===== config.mk =====
export PLATFORM = sky130hd
export DESIGN_NAME = fpmul_rr_sched
export DESIGN_NICKNAME = d
export VERILOG_FILES = /design/src/rtl/fpmul_rr_sched.sv
export SDC_FILE = /design/constraint.sdc
export NUM_CORES = 1
export LEC_CHECK = 0
export CORE_MARGIN = 1.5
export CORE_UTILIZATION = 33
export CTS_BUF_LIST = sky130_fd_sc_hd__clkbuf_4
export CTS_CLUSTER_SIZE = 12
export DETAILED_ROUTE_END_ITERATION = 7
export PLACE_DENSITY = 0.77
export SKIP_CTS_REPAIR_TIMING = 1
export SYNTH_ARGS = -nofsm -noshare
export SYNTH_HDL_FRONTEND = slang
export SYNTH_SLANG_ARGS = --single-unit

===== constraint.sdc =====
create_clock -name CLK -period 1.86 [get_ports CLK]
set_clock_uncertainty 0.2 [all_clocks]
set_input_delay 0.558 -clock CLK [delete_from_list [all_inputs] [get_ports CLK]]
set_output_delay 0.558 -clock CLK [all_outputs]
set_load 0.005 [all_outputs]

===== src/rtl/fpmul_rr_sched.sv =====
`timescale 1ns/1ps
// Round-robin scheduler sharing one fixed-latency FP multiplier between two requesters.
// An accepted operand pair is issued with a one-cycle mul_start and its product is returned with id/tag.
module fpmul_rr_sched #(
  parameter int MUL_LAT = 25,
  parameter int TAG_W   = 4
) (
  input  logic             CLK,
  input  logic             RST,
  input  logic             req0_valid,
  output logic             req0_ready,
  input  logic [31:0]      req0_a,
  input  logic [31:0]      req0_b,
  input  logic [TAG_W-1:0] req0_tag,
  input  logic             req1_valid,
  output logic             req1_ready,
  input  logic [31:0]      req1_a,
  input  logic [31:0]      req1_b,
  input  logic [TAG_W-1:0] req1_tag,
  output logic [31:0]      mul_a,
  output logic [31:0]      mul_b,
  output logic             mul_start,
  input  logic [31:0]      mul_result,
  input  logic             mul_ovf,
  input  logic             mul_unf,
  output logic             rsp_valid,
  input  logic             rsp_ready,
  output logic             rsp_id,
  output logic [TAG_W-1:0] rsp_tag,
  output logic [31:0]      rsp_result,
  output logic             rsp_ovf,
  output logic             rsp_unf,
  output logic             busy,
  output logic [1:0]       dbg_state,
  output logic             dbg_prio
);

  // Valid/ready: a transfer happens at a rising CLK edge where valid && ready are both high;
  // the sender holds its payload stable while valid && !ready, and ready never depends on payload.

  localparam logic [1:0] S_IDLE = 2'd0;
  localparam logic [1:0] S_LOAD = 2'd1;
  localparam logic [1:0] S_WAIT = 2'd2;
  localparam logic [1:0] S_RESP = 2'd3;

  localparam int              CNT_W    = (MUL_LAT > 1) ? $clog2(MUL_LAT) : 1;
  localparam logic [CNT_W-1:0] CNT_INIT = CNT_W'(MUL_LAT - 1);

  logic [1:0]       state;
  logic             prio;
  logic [CNT_W-1:0] cnt;
  logic [31:0]      op_a;
  logic [31:0]      op_b;
  logic [TAG_W-1:0] op_tag;
  logic             op_id;
  logic [31:0]      res_value;
  logic             res_ovf;
  logic             res_unf;

  logic idle;
  logic grant;
  logic hs0;
  logic hs1;

  assign idle = (state == S_IDLE);

  // prio only breaks ties; a lone requester is always granted.
  always_comb begin
    grant = 1'b0;
    if (req0_valid && req1_valid) begin
      grant = prio;
    end else if (req1_valid) begin
      grant = 1'b1;
    end
  end

  assign req0_ready = idle && RST && req0_valid && !grant;
  assign req1_ready = idle && RST && req1_valid && grant;
  assign hs0        = req0_valid && req0_ready;
  assign hs1        = req1_valid && req1_ready;

  always_ff @(posedge CLK) begin
    if (!RST) begin
      state     <= S_IDLE;
      prio      <= 1'b0;
      cnt       <= '0;
      op_a      <= '0;
      op_b      <= '0;
      op_tag    <= '0;
      op_id     <= 1'b0;
      res_value <= '0;
      res_ovf   <= 1'b0;
      res_unf   <= 1'b0;
    end else begin
      case (state)
        S_IDLE: begin
          if (hs0 || hs1) begin
            op_a   <= hs1 ? req1_a : req0_a;
            op_b   <= hs1 ? req1_b : req0_b;
            op_tag <= hs1 ? req1_tag : req0_tag;
            op_id  <= hs1;
            prio   <= hs0;
            state  <= S_LOAD;
          end
        end
        S_LOAD: begin
          cnt   <= CNT_INIT;
          state <= S_WAIT;
        end
        S_WAIT: begin
          // cnt==0 is the cycle the multiplier output is valid.
          if (cnt == '0) begin
            res_value <= mul_result;
            res_ovf   <= mul_ovf;
            res_unf   <= mul_unf;
            state     <= S_RESP;
          end else begin
            cnt <= cnt - 1'b1;
          end
        end
        S_RESP: begin
          if (rsp_ready) begin
            state <= S_IDLE;
          end
        end
        default: state <= S_IDLE;
      endcase
    end
  end

  assign mul_a      = op_a;
  assign mul_b      = op_b;
  assign mul_start  = (state == S_LOAD);
  assign rsp_valid  = (state == S_RESP);
  assign rsp_id     = op_id;
  assign rsp_tag    = op_tag;
  assign rsp_result = res_value;
  assign rsp_ovf    = res_ovf;
  assign rsp_unf    = res_unf;
  assign busy       = !idle;
  assign dbg_state  = state;
  assign dbg_prio   = prio;

endmodule

==> impl_metrics.json <==
{
  "numCtsBuffers": 9,
  "yosysWarnings": 0,
  "grt_pass1_vias": 4481,
  "cts.htree.levels": 3,
  "grt_start_max_net_pins": 111,
  "max_slew_margin": 0.2254,
  "report.final.slew_viol_count": 0,
  "cts_tree": "built",
  "synth_cell_types": 31,
  "violations": "setup timing",
  "cts_sinks": 111,
  "hold_class": "primary input to register",
  "max_freq_mhz": 460.3,
  "cp-start-kind": "register",
  "postRouteAntennaNets": 0,
  "setup_tns_ns": -6.362,
  "vias": 4888,
  "dr.pass1.iters": 4,
  "antenna_found_initial": 1,
  "p_total_uw": 9946,
  "cts.clk_slew.worst_paths_ns": 0.16,
  "setup_ws_ns": -0.3123,
  "rsz0062_at_grt": "yes",
  "fillers": 1012,
  "period_share": 1.168,
  "core_sq_um": 12570,
  "status": "finished, violations left",
  "cts_max_path_buffers": 2,
  "syn_area_per_cell_sq_um": 8.270,
  "critPathSlowestCell": "dfxtp_4",
  "r2r_setup_slack_ns": -0.20,
  "ys_ff_latch": 111,
  "rows": 41,
  "cts_root_buffer": "clkbuf_4",
  "ios": 286,
  "worst_pin_slew_ns": 1.162,
  "worstPathCellList": "inv_4 > ha_4 > nand4_1 > inv_2 > buf_6",
  "die_area_sq_um": 13520,
  "cp_slowest_stage_delay_ns": 0.38,
  "hold_ws_ns": 0.2324,
  "critPathKind": "register to primary output",
  "fin_crit_ns": 2.172,
  "synth_top_cell_area_share": 0.5248,
  "gp_congestion": 0.7905,
  "wl_per_cell_um": 16.74,
  "drt_wl_total_mm": 16.32,
  "synthCells": 512,
  "fp.dieW_um": 116.3,
  "ff_latch_area_sq_um": 2355,
  "overflow": 0,
  "drt_iter0_drc": 322,
  "synth-seq-area-share": 0.5248,
  "grt_use_total": 0.2081,
  "syn_area_sq_um": 4234,
  "ys_top_cells_by_area": "dfxtp_1 (52%), o22ai_1 (10%), nor3_1 (8.2%)",
  "multi_input_comb_area_sq_um": 1872,
  "clkLatencyLatePin_ns": 0.46,
  "power.density_nw_per_um2": 1233,
  "area_growth_pct": 90.54,
  "drc": 0,
  "grt_first_pass_wirelength_mm": 21.91,
  "die_h_um": 116.3,
  "final_net_count": 978,
  "start_util": 0.3369,
  "worstSetupEndpointType": "primary output",
  "yosysTopAreaCell": "dfxtp_1",
  "synth_fp_nets": 693,
  "maxCapViolCount": 0,
  "routed_via_density": 5.013,
  "drive_gt1_frac": 0.2195,
  "required_ns": 1.10,
  "peakVddDrop_mv": 0.5602,
  "hold_viol": 0,
  "final-setup-viol-count": 75,
  "arrival_ns": 1.41,
  "portBuffers": 285,
  "critPathMaxFanout": 4,
  "dp.final_hpwl_mm": 10.81,
  "leakage_uw": 0.004480
}
-- per-layer routing --
metal | GRT usage | part of all wire
met5 | 0 | 0.00080
met3 | 0.08251 | 0.11
met4 | 0.06504 | 0.015
met1 | 0.2370 | 0.38
met2 | 0.3588 | 0.50
-- area by class of cell --
type / instances / area share
diodes: 1 / 0.0003102
clock buffers: 9 / 0.008375
repair buffers: 315 / 0.4246
inverters: 8 / 0.004498
flip-flops and latches: 111 / 0.2919
well taps: 172 / 0.02667
multi-input cells: 352 / 0.2320
clock inverters: 7 / 0.01163
-- cells in the mapped netlist (all sizes together) --
library cell  number
and3               1
ha                 6
xnor2              1
nand4bb            1
nand2b             1
clkbuf            22
xor2               1
or2                2
nand2             72
or4b               1
a21oi             43
nand3              6
a311oi             1
nor2              73
buf               19
a211oi             1
a21o               1
nor2b              1
o211ai             1
nand4              1
o22ai             68
o21ai              1
inv                8
dfxtp            111
nor3              69
-- power by group --
part	internal, uW	switching, uW	total, uW
Sequential	3270	411	3680
Clock	549	817	1370
Combinational	2680	2220	4900
Total	6500	3450	9950
-- cells by family (layout without fill, tap and decap cells) --
logic type / after synthesis / count (layout) / share of synthesized area
adder cells (fa/ha/maj): 6 / 6 / 0.01773
buffers and inverters: 49 / 339 / 0.05733
other: 0 / 1 / 0
flip-flops: 111 / 111 / 0.5248
XOR/XNOR: 2 / 2 / 0.004138
AND/OR/NAND/NOR: 228 / 228 / 0.2349
AO/OA/AOI/OAI: 116 / 116 / 0.1611
-- state kept, by name (all words and copies together) (netlist names) --
name	count
rsp_ovf	1
mul_a	32
rsp_unf	1
rsp_result	32
rsp_id	1
mul_b	32
dbg_state	2
rsp_tag	4
cnt	5
dbg_prio	1
-- layout by cell type (no fill, tap or decap), types with 4 or more instances in the layout --
master           count
a21oi_1             43
buf_4               22
buf_6                8
clkbuf_4             9
clkdlybuf4s50_1    171
dfxtp_1              9
dfxtp_2            100
dlymetal6s2s_1     107
ha_4                 5
inv_2                4
nand2_1             71
nand3_1              5
nor2_1              70
nor3_1              69
o22ai_1             68
-- worst max-delay path, delay by kind of cell (launching register included) --
| family | cells | cell delay (ns) |
|---|---|---|
| buffers and inverters | 3 | 0.25 |
| and+or+nand+nor | 1 | 0.18 |
| adders and majority gates | 1 | 0.16 |
| DFF | 1 | 0.38 |
-- final timing paths --
path         cells past startpoint                 startpoint                      to
min                              2                        RST     cnt[2]$_SDFFE_PN0P_
min reg2reg                      2       rsp_ovf$_SDFFE_PN0P_    rsp_ovf$_SDFFE_PN0P_
max                              5  dbg_state[0]$_SDFFE_PN0P_              req0_ready
max reg2reg                      6  dbg_state[1]$_SDFFE_PN0P_  mul_b[22]$_SDFFE_PN0P_
-- metrics by stage --
step,utilization,cells,area (sq um),setup slack (ns)
after floorplan,-,512,4274,-0.02145
after global placement,0.5804,946,7295,-0.9013
after detailed placement,0.5804,946,7295,-0.8989
after CTS,0.5932,962,7456,-0.9016
after global routing,0.6417,974,8065,-0.3991
final,0.6419,975,8068,-0.3123
Power figures use the tool's default switching activity.
